### src/rtl/craps_pkg.sv
// Shared types and constants for the craps game controller.
// Purely declarative: no latency, no flow control.
package craps_pkg;

    typedef enum logic [2:0] {
        S_COMEOUT,
        S_POINT,
        S_WAIT,
        S_EVAL,
        S_WIN,
        S_LOSE
    } state_t;

    localparam int SUM_W = 4;
    localparam int DIE_W = 3;
    localparam int CNT_W = 8;
    localparam int LAT_W = 3;

    localparam logic [DIE_W-1:0] DIE_MIN = 3'd1;
    localparam logic [DIE_W-1:0] DIE_MAX = 3'd6;

    localparam logic [SUM_W-1:0] NATURAL_7  = 4'd7;
    localparam logic [SUM_W-1:0] NATURAL_11 = 4'd11;
    localparam logic [SUM_W-1:0] CRAPS_2    = 4'd2;
    localparam logic [SUM_W-1:0] CRAPS_3    = 4'd3;
    localparam logic [SUM_W-1:0] CRAPS_12   = 4'd12;

    localparam logic [CNT_W-1:0] CNT_MAX = 8'hFF;

    function automatic logic die_ok(input logic [DIE_W-1:0] d);
        return (d >= DIE_MIN) && (d <= DIE_MAX);
    endfunction

endpackage

### src/rtl/craps_judge.sv
// Combinational rule table: sums two faces and classifies the roll.
// Zero latency; no flow control, evaluated whenever the controller samples it.
module craps_judge
    import craps_pkg::*;
(
    input  logic [DIE_W-1:0] die_a,
    input  logic [DIE_W-1:0] die_b,
    input  logic [SUM_W-1:0] point,
    input  logic             comeout,
    output logic [SUM_W-1:0] sum,
    output logic             illegal,
    output logic             is_win,
    output logic             is_lose,
    output logic             set_point
);

    always_comb begin
        sum       = {1'b0, die_a} + {1'b0, die_b};
        illegal   = !die_ok(die_a) || !die_ok(die_b);
        is_win    = 1'b0;
        is_lose   = 1'b0;
        set_point = 1'b0;
        if (!illegal) begin
            if (comeout) begin
                if (sum == NATURAL_7 || sum == NATURAL_11) begin
                    is_win = 1'b1;
                end else if (sum == CRAPS_2 || sum == CRAPS_3 || sum == CRAPS_12) begin
                    is_lose = 1'b1;
                end else begin
                    set_point = 1'b1;
                end
            end else begin
                // Point match is tested before 7: a point can never be 7 anyway.
                if (sum == point) begin
                    is_win = 1'b1;
                end else if (sum == NATURAL_7) begin
                    is_lose = 1'b1;
                end
            end
        end
    end

endmodule

### src/rtl/craps_ctrl.sv
// Craps game controller: button edge -> roll strobe -> wait DIE_LAT -> judge dice.
// Result visible DIE_LAT+2 cycles after the press; presses during WAIT/EVAL are dropped.
// Optional win/loss statistics counters are built when CRAPS_STATS_EN is defined.
module craps_ctrl
    import craps_pkg::*;
#(
    parameter int DIE_LAT = 1
) (
    input  logic             clk,
    input  logic             reset,
    input  logic             btn,
    input  logic [DIE_W-1:0] die_a,
    input  logic [DIE_W-1:0] die_b,
    output logic             roll_req,
    output logic [SUM_W-1:0] sum,
    output logic [SUM_W-1:0] point,
    output logic             win,
    output logic             lose,
    output logic             die_err,
    output logic [CNT_W-1:0] roll_cnt,
    output logic [CNT_W-1:0] wins,
    output logic [CNT_W-1:0] losses
);

    // WAIT lasts DIE_LAT cycles, so the counter starts one below the latency.
    localparam logic [LAT_W-1:0] LAT_LOAD = LAT_W'(DIE_LAT - 1);

    state_t           r_state;
    state_t           w_state_nxt;
    logic             r_btn_q;
    logic             r_ret_comeout;
    logic             r_roll_req;
    logic             r_die_err;
    logic [LAT_W-1:0] r_lat_cnt;
    logic [SUM_W-1:0] r_sum;
    logic [SUM_W-1:0] r_point;
    logic [CNT_W-1:0] r_roll_cnt;

    logic             w_press;
    logic             w_roll_start;
    logic             w_new_game;
    logic             w_eval_ok;
    logic [SUM_W-1:0] w_sum;
    logic             w_illegal;
    logic             w_is_win;
    logic             w_is_lose;
    logic             w_set_point;

    assign w_press   = btn & ~r_btn_q;
    assign w_eval_ok = (r_state == S_EVAL) && !w_illegal;

    craps_judge u_judge (
        .die_a     (die_a),
        .die_b     (die_b),
        .point     (r_point),
        .comeout   (r_ret_comeout),
        .sum       (w_sum),
        .illegal   (w_illegal),
        .is_win    (w_is_win),
        .is_lose   (w_is_lose),
        .set_point (w_set_point)
    );

    always_ff @(posedge clk or negedge reset) begin
        if (!reset) begin
            r_state <= S_COMEOUT;
        end else begin
            r_state <= w_state_nxt;
        end
    end

    always_comb begin
        w_state_nxt  = r_state;
        w_roll_start = 1'b0;
        w_new_game   = 1'b0;
        case (r_state)
            S_COMEOUT, S_POINT: begin
                if (w_press) begin
                    w_state_nxt  = S_WAIT;
                    w_roll_start = 1'b1;
                end
            end
            S_WAIT: begin
                if (r_lat_cnt == '0) begin
                    w_state_nxt = S_EVAL;
                end
            end
            S_EVAL: begin
                if (w_illegal) begin
                    w_state_nxt = r_ret_comeout ? S_COMEOUT : S_POINT;
                end else if (w_is_win) begin
                    w_state_nxt = S_WIN;
                end else if (w_is_lose) begin
                    w_state_nxt = S_LOSE;
                end else begin
                    w_state_nxt = S_POINT;
                end
            end
            S_WIN, S_LOSE: begin
                if (w_press) begin
                    w_state_nxt = S_COMEOUT;
                    w_new_game  = 1'b1;
                end
            end
            default: begin
                w_state_nxt = S_COMEOUT;
            end
        endcase
    end

    always_ff @(posedge clk or negedge reset) begin
        if (!reset) begin
            r_btn_q       <= 1'b0;
            r_ret_comeout <= 1'b1;
            r_roll_req    <= 1'b0;
            r_die_err     <= 1'b0;
            r_lat_cnt     <= '0;
            r_sum         <= '0;
            r_point       <= '0;
            r_roll_cnt    <= '0;
        end else begin
            r_btn_q    <= btn;
            r_roll_req <= w_roll_start;
            r_die_err  <= (r_state == S_EVAL) && w_illegal;
            if (w_roll_start) begin
                r_ret_comeout <= (r_state == S_COMEOUT);
                r_lat_cnt     <= LAT_LOAD;
            end else if (r_state == S_WAIT && r_lat_cnt != '0) begin
                r_lat_cnt <= r_lat_cnt - LAT_W'(1);
            end
            if (w_eval_ok) begin
                r_sum <= w_sum;
                if (r_roll_cnt != CNT_MAX) begin
                    r_roll_cnt <= r_roll_cnt + CNT_W'(1);
                end
                if (w_set_point) begin
                    r_point <= w_sum;
                end
            end
            if (w_new_game) begin
                r_sum      <= '0;
                r_point    <= '0;
                r_roll_cnt <= '0;
            end
        end
    end

`ifdef CRAPS_STATS_EN
    logic [CNT_W-1:0] r_wins;
    logic [CNT_W-1:0] r_losses;

    // Entry to WIN/LOSE only ever happens from a legal EVAL, so count there.
    always_ff @(posedge clk or negedge reset) begin
        if (!reset) begin
            r_wins   <= '0;
            r_losses <= '0;
        end else begin
            if (w_eval_ok && w_is_win && r_wins != CNT_MAX) begin
                r_wins <= r_wins + CNT_W'(1);
            end
            if (w_eval_ok && w_is_lose && r_losses != CNT_MAX) begin
                r_losses <= r_losses + CNT_W'(1);
            end
        end
    end

    assign wins   = r_wins;
    assign losses = r_losses;
`else
    assign wins   = '0;
    assign losses = '0;
`endif

    assign roll_req = r_roll_req;
    assign sum      = r_sum;
    assign point    = r_point;
    assign win      = (r_state == S_WIN);
    assign lose     = (r_state == S_LOSE);
    assign die_err  = r_die_err;
    assign roll_cnt = r_roll_cnt;

endmodule
### config.mk
export PLATFORM = sky130hd
export DESIGN_NAME = craps_ctrl
export DESIGN_NICKNAME = d
export VERILOG_FILES = /design/src/rtl/craps_pkg.sv /design/src/rtl/craps_judge.sv /design/src/rtl/craps_ctrl.sv
export SDC_FILE = /design/constraint.sdc
export NUM_CORES = 1
export LEC_CHECK = 0
export ABC_CLOCK_PERIOD_IN_PS = 4800
export BUFFER_PORTS_ARGS = -buffer_cell sky130_fd_sc_hd__buf_2
export CAP_MARGIN = 0
export CORE_MARGIN = 5
export CORE_UTILIZATION = 56
export DETAILED_ROUTE_END_ITERATION = 6
export PLACE_DENSITY = 0.95
export SYNTH_ARGS = -nofsm -noshare
export SYNTH_HDL_FRONTEND = slang
export SYNTH_HIERARCHICAL = 1
export SYNTH_SLANG_ARGS = --single-unit
### constraint.sdc
create_clock -name clk -period 4.8 [get_ports clk]
set_clock_uncertainty 0.1 [all_clocks]
set_input_delay 0.72 -clock clk [delete_from_list [all_inputs] [get_ports clk]]
set_output_delay 0.72 -clock clk [all_outputs]
set_load 0.03 [all_outputs]
==> run summary <==
===============================================================================================
Count of inserted antenna diode cells                                                         0
CTS tree                                                                                    yes
Netlist area before placement                                                          1660 um2
Number of I/O port buffers                                                                   28
Fin Hold WS                                                                            0.291 ns
Max Transition Viols Final                                                                    0
Number of violations of the max-capacitance limit                                             0
Pin slew with the least headroom to its limit                                           1.05 ns
Remaining antenna violation count after routing                                               0
Final setup violation count                                                                   0
Number of synthesized flops with an enable pin                                                0
Power share of the sequential group                                                       40.9%
Via Count                                                                                  1393
Remaining design rule violation count                                                         0
Clock Latency Late Sink                                                                 0.30 ns
RePlAce Congestion                                                                        0.826
Number of distinct standard cells referenced by the synthesized netlist                      44
Cell count after placement                                                                  240
Total wire length after detailed routing                                                3.30 mm
Area of the die                                                                        4150 um2
Synth warn                                                                                    6
Area share of the leading cell type in the synthesized netlist                            37.8%
Number of core rows                                                                          19
Post-detailed-placement half-perimeter wirelength                                       2.58 mm
FFs w/ async S/R, synth                                                                    100%
Endpoint kind of the worst setup timing path                                          flip-flop
Most used standard cells in the synthesized netlist                                sky130_fd_sc_hd__dfrtp_1, sky130_fd_sc_hd__nand2_1, sky130_fd_sc_hd__nor2_1
Worst endpoint data arrival time                                                        3.00 ns
Remaining Overflow, GRT                                                                       0
Startpoint class of the critical path                                              primary input
Boundary Pins                                                                                45
DR vias/cell                                                                               5.71
PD cells                                                                             526 nW/um2
Slew headroom                                                                             30.0%
Final net count                                                                             230
Routed wirelength normalized by instance count                                          13.5 um
Area added between synthesis and finish                                                   7.33%
Share of the yosys chip area belonging to registers                                       39.4%
Clock Power Share                                                                          9.6%
First-pass GRT wire length                                                              5.64 mm
Leakage dissipation                                                                    0.892 nW
Clock buffer count from CTS                                                                   3
Pin count of the biggest net entering global routing                                         27
Initial cell density of the core                                                          59.1%
Starting DRT DRC Count                                                                       24
Post-route total power                                                                   935 uW
Top flip-flop cell by instance count after synthesis                               sky130_fd_sc_hd__dfrtp_1
Portion of the clock cycle consumed by the worst path in the final layout                 60.3%
First-pass detailed-route iteration total                                                     5
Maximum ir drop on the vdd rail                                                        0.343 mV
Total placed instance area                                                             1750 um2
Switching Power                                                                          442 uW
Top fanout value on the critical path                                                         6
Worst reg-to-reg path cell count                                                              7
Area of all placed cells without fillers                                               1780 um2
Proportion of total power due to net switching                                            47.3%
Layout cell share with drive strength beyond 1                                            19.2%
GR Util All Layers                                                                        16.7%
Gate count after technology mapping                                                         186
Number of global-route vias before repair                                                  1328
Dominant cell type by area after synthesis                                         sky130_fd_sc_hd__dfrtp_1
Clock input transition at the sequential cells of the worst setup and hold paths        0.12 ns
Number of hold-repair buffers added at the cts stage                                          0
Area inside the core boundary                                                          2810 um2
Setup CP Type                                                                      primary input to flip-flop
WP data required                                                                        4.91 ns
Largest cells by area after synthesis                                              sky130_fd_sc_hd__dfrtp_1, sky130_fd_sc_hd__buf_4, sky130_fd_sc_hd__ha_1
CTS Buffer Depth                                                                              2
TritonCTS Sinks                                                                              26
Comb pwr share                                                                            49.5%
Post-route non-filler standard cell count                                                   244
Worst reg2reg endpoint                                                             r_state[0]$_DFFE_PN0P_
CTS root buffer                                                                    sky130_fd_sc_hd__clkbuf_4
Hold Vio Cnt, Final                                                                           0
Outcome                                                                            complete, no violations
Setup TNS                                                                                  0 ns
Post-synthesis average cell area                                                       8.91 um2
Unrepaired setup endpoints after global routing                                           false
Total of flip-flops plus latches after synthesis                                             26
CTS resizes                                                                                   0
Number of antenna violations at the first check in global routing                             0
Setup slack of the worst register-to-register path                                      2.89 ns
Startpoint of the most critical register-to-register path                          r_ret_comeout$_DFFE_PN1P_
Count of buffers added by post-CTS timing repair for setup                                    0
Die Y-Extent                                                                            64.4 um
Floorplan die width                                                                     64.4 um
Most repeated cell in the gate-level netlist after synthesis                       sky130_fd_sc_hd__dfrtp_1
Clock period minus worst slack                                                          2.90 ns
Achievable Freq                                                                       0.345 GHz
Hold WC Path Type                                                                  primary input to async pin
Internal cell power                                                                      493 uW
CTS H-Tree Depth                                                                              1
===============================================================================================
==> how the worst max path moves through the flow <==
stage | startpoint | to | slack (ns) | depth (start not counted)
2_1_floorplan | die_a[0] | point[2]$_DFFE_PN0P_ | 1.95 | 9
3_3_place_gp | die_a[0] | point[1]$_DFFE_PN0P_ | 1.67 | 9
3_5_place_dp | die_a[0] | r_state[0]$_DFFE_PN0P_ | 1.59 | 11
4_1_cts | die_a[0] | r_state[0]$_DFFE_PN0P_ | 1.92 | 11
5_1_grt | die_a[0] | r_state[0]$_DFFE_PN0P_ | 1.73 | 11
6_report | die_a[0] | r_state[0]$_DFFE_PN0P_ | 1.90 | 11
==> power groups by stage <==
stage | registers [mW] | logic [mW] | clock network (mW)
finish | 0.382 | 0.463 | 0.0898
global route | 0.397 | 0.511 | 0.104
CTS | 0.381 | 0.468 | 0.0936
detailed placement | 0.385 | 0.467 | 0
global placement | 0.383 | 0.447 | 0
floorplan | 0.461 | 0.278 | 0
==> flip-flops by register name, summed over array words and instances (netlist names) <==
signal / flops
roll_cnt: 8
roll_req: 1
die_err: 1
r_lat_cnt: 3
r_btn_q: 1
r_state: 3
sum: 4
point: 4
r_ret_comeout: 1
==> per-layer routing <==
| metal | global-route usage (%) | wire length [um] |
|---|---|---|
| met1 | 20.1 | 1390 |
| met2 | 30.0 | 1670 |
| met3 | 2.80 | 201 |
| met4 | 5.54 | 38 |
| met5 | 0 | 0 |
==> cell families (layout without fill, tap and decap cells) <==
family	Yosys count	count (layout)	share of synthesized area, %
compound gates	35	35	14.4
buf+inv	29	41	10.5
mux	3	3	1.89
simple gates	78	78	23.3
xor+xnor	7	7	4.61
fa+ha+maj	7	7	5.74
flops	26	26	39.4
other cells	1	16	0.226
==> area by class of cell <==
cell class                      instances  area [um2]
Fill cell                             255        1030
Multi-Input combinational cell        146         887
Inverter                                9        33.8
Clock buffer                            4        26.3
Tap cell                               31        38.8
Sequential cell                        26         652
Timing Repair Buffer                   28         140
==> placed cells by master (no fill, tap or decap), types with 6 or more instances in the layout <==
master / n
sky130_fd_sc_hd__nand3_1: 11
sky130_fd_sc_hd__conb_1: 16
sky130_fd_sc_hd__nor3_1: 8
sky130_fd_sc_hd__ha_1: 6
sky130_fd_sc_hd__a21oi_1: 13
sky130_fd_sc_hd__dfrtp_1: 25
sky130_fd_sc_hd__buf_2: 28
sky130_fd_sc_hd__nand2_1: 19
sky130_fd_sc_hd__inv_1: 7
sky130_fd_sc_hd__nor2_1: 19
==> critical path, stage by stage <==
cell and delay (ns):
sky130_fd_sc_hd__buf_2 0.11, sky130_fd_sc_hd__ha_1 0.23, sky130_fd_sc_hd__fa_1 0.47, sky130_fd_sc_hd__xnor2_2 0.22, sky130_fd_sc_hd__inv_2 0.11, sky130_fd_sc_hd__xnor2_2 0.19
sky130_fd_sc_hd__a31oi_1 0.11, sky130_fd_sc_hd__a221oi_1 0.38, sky130_fd_sc_hd__mux2_2 0.22, sky130_fd_sc_hd__a21oi_1 0.07, sky130_fd_sc_hd__a21o_1 0.16
==> through the flow <==
step,setup slack [ns],util (%)
after detailed placement,1.59,62.4
final,1.90,63.4
after global placement,1.67,62.4
after global routing,1.73,63.4
after floorplan,1.95,-
after CTS,1.92,63.4
No activity file was read; power rests on OpenSTA's default activity.
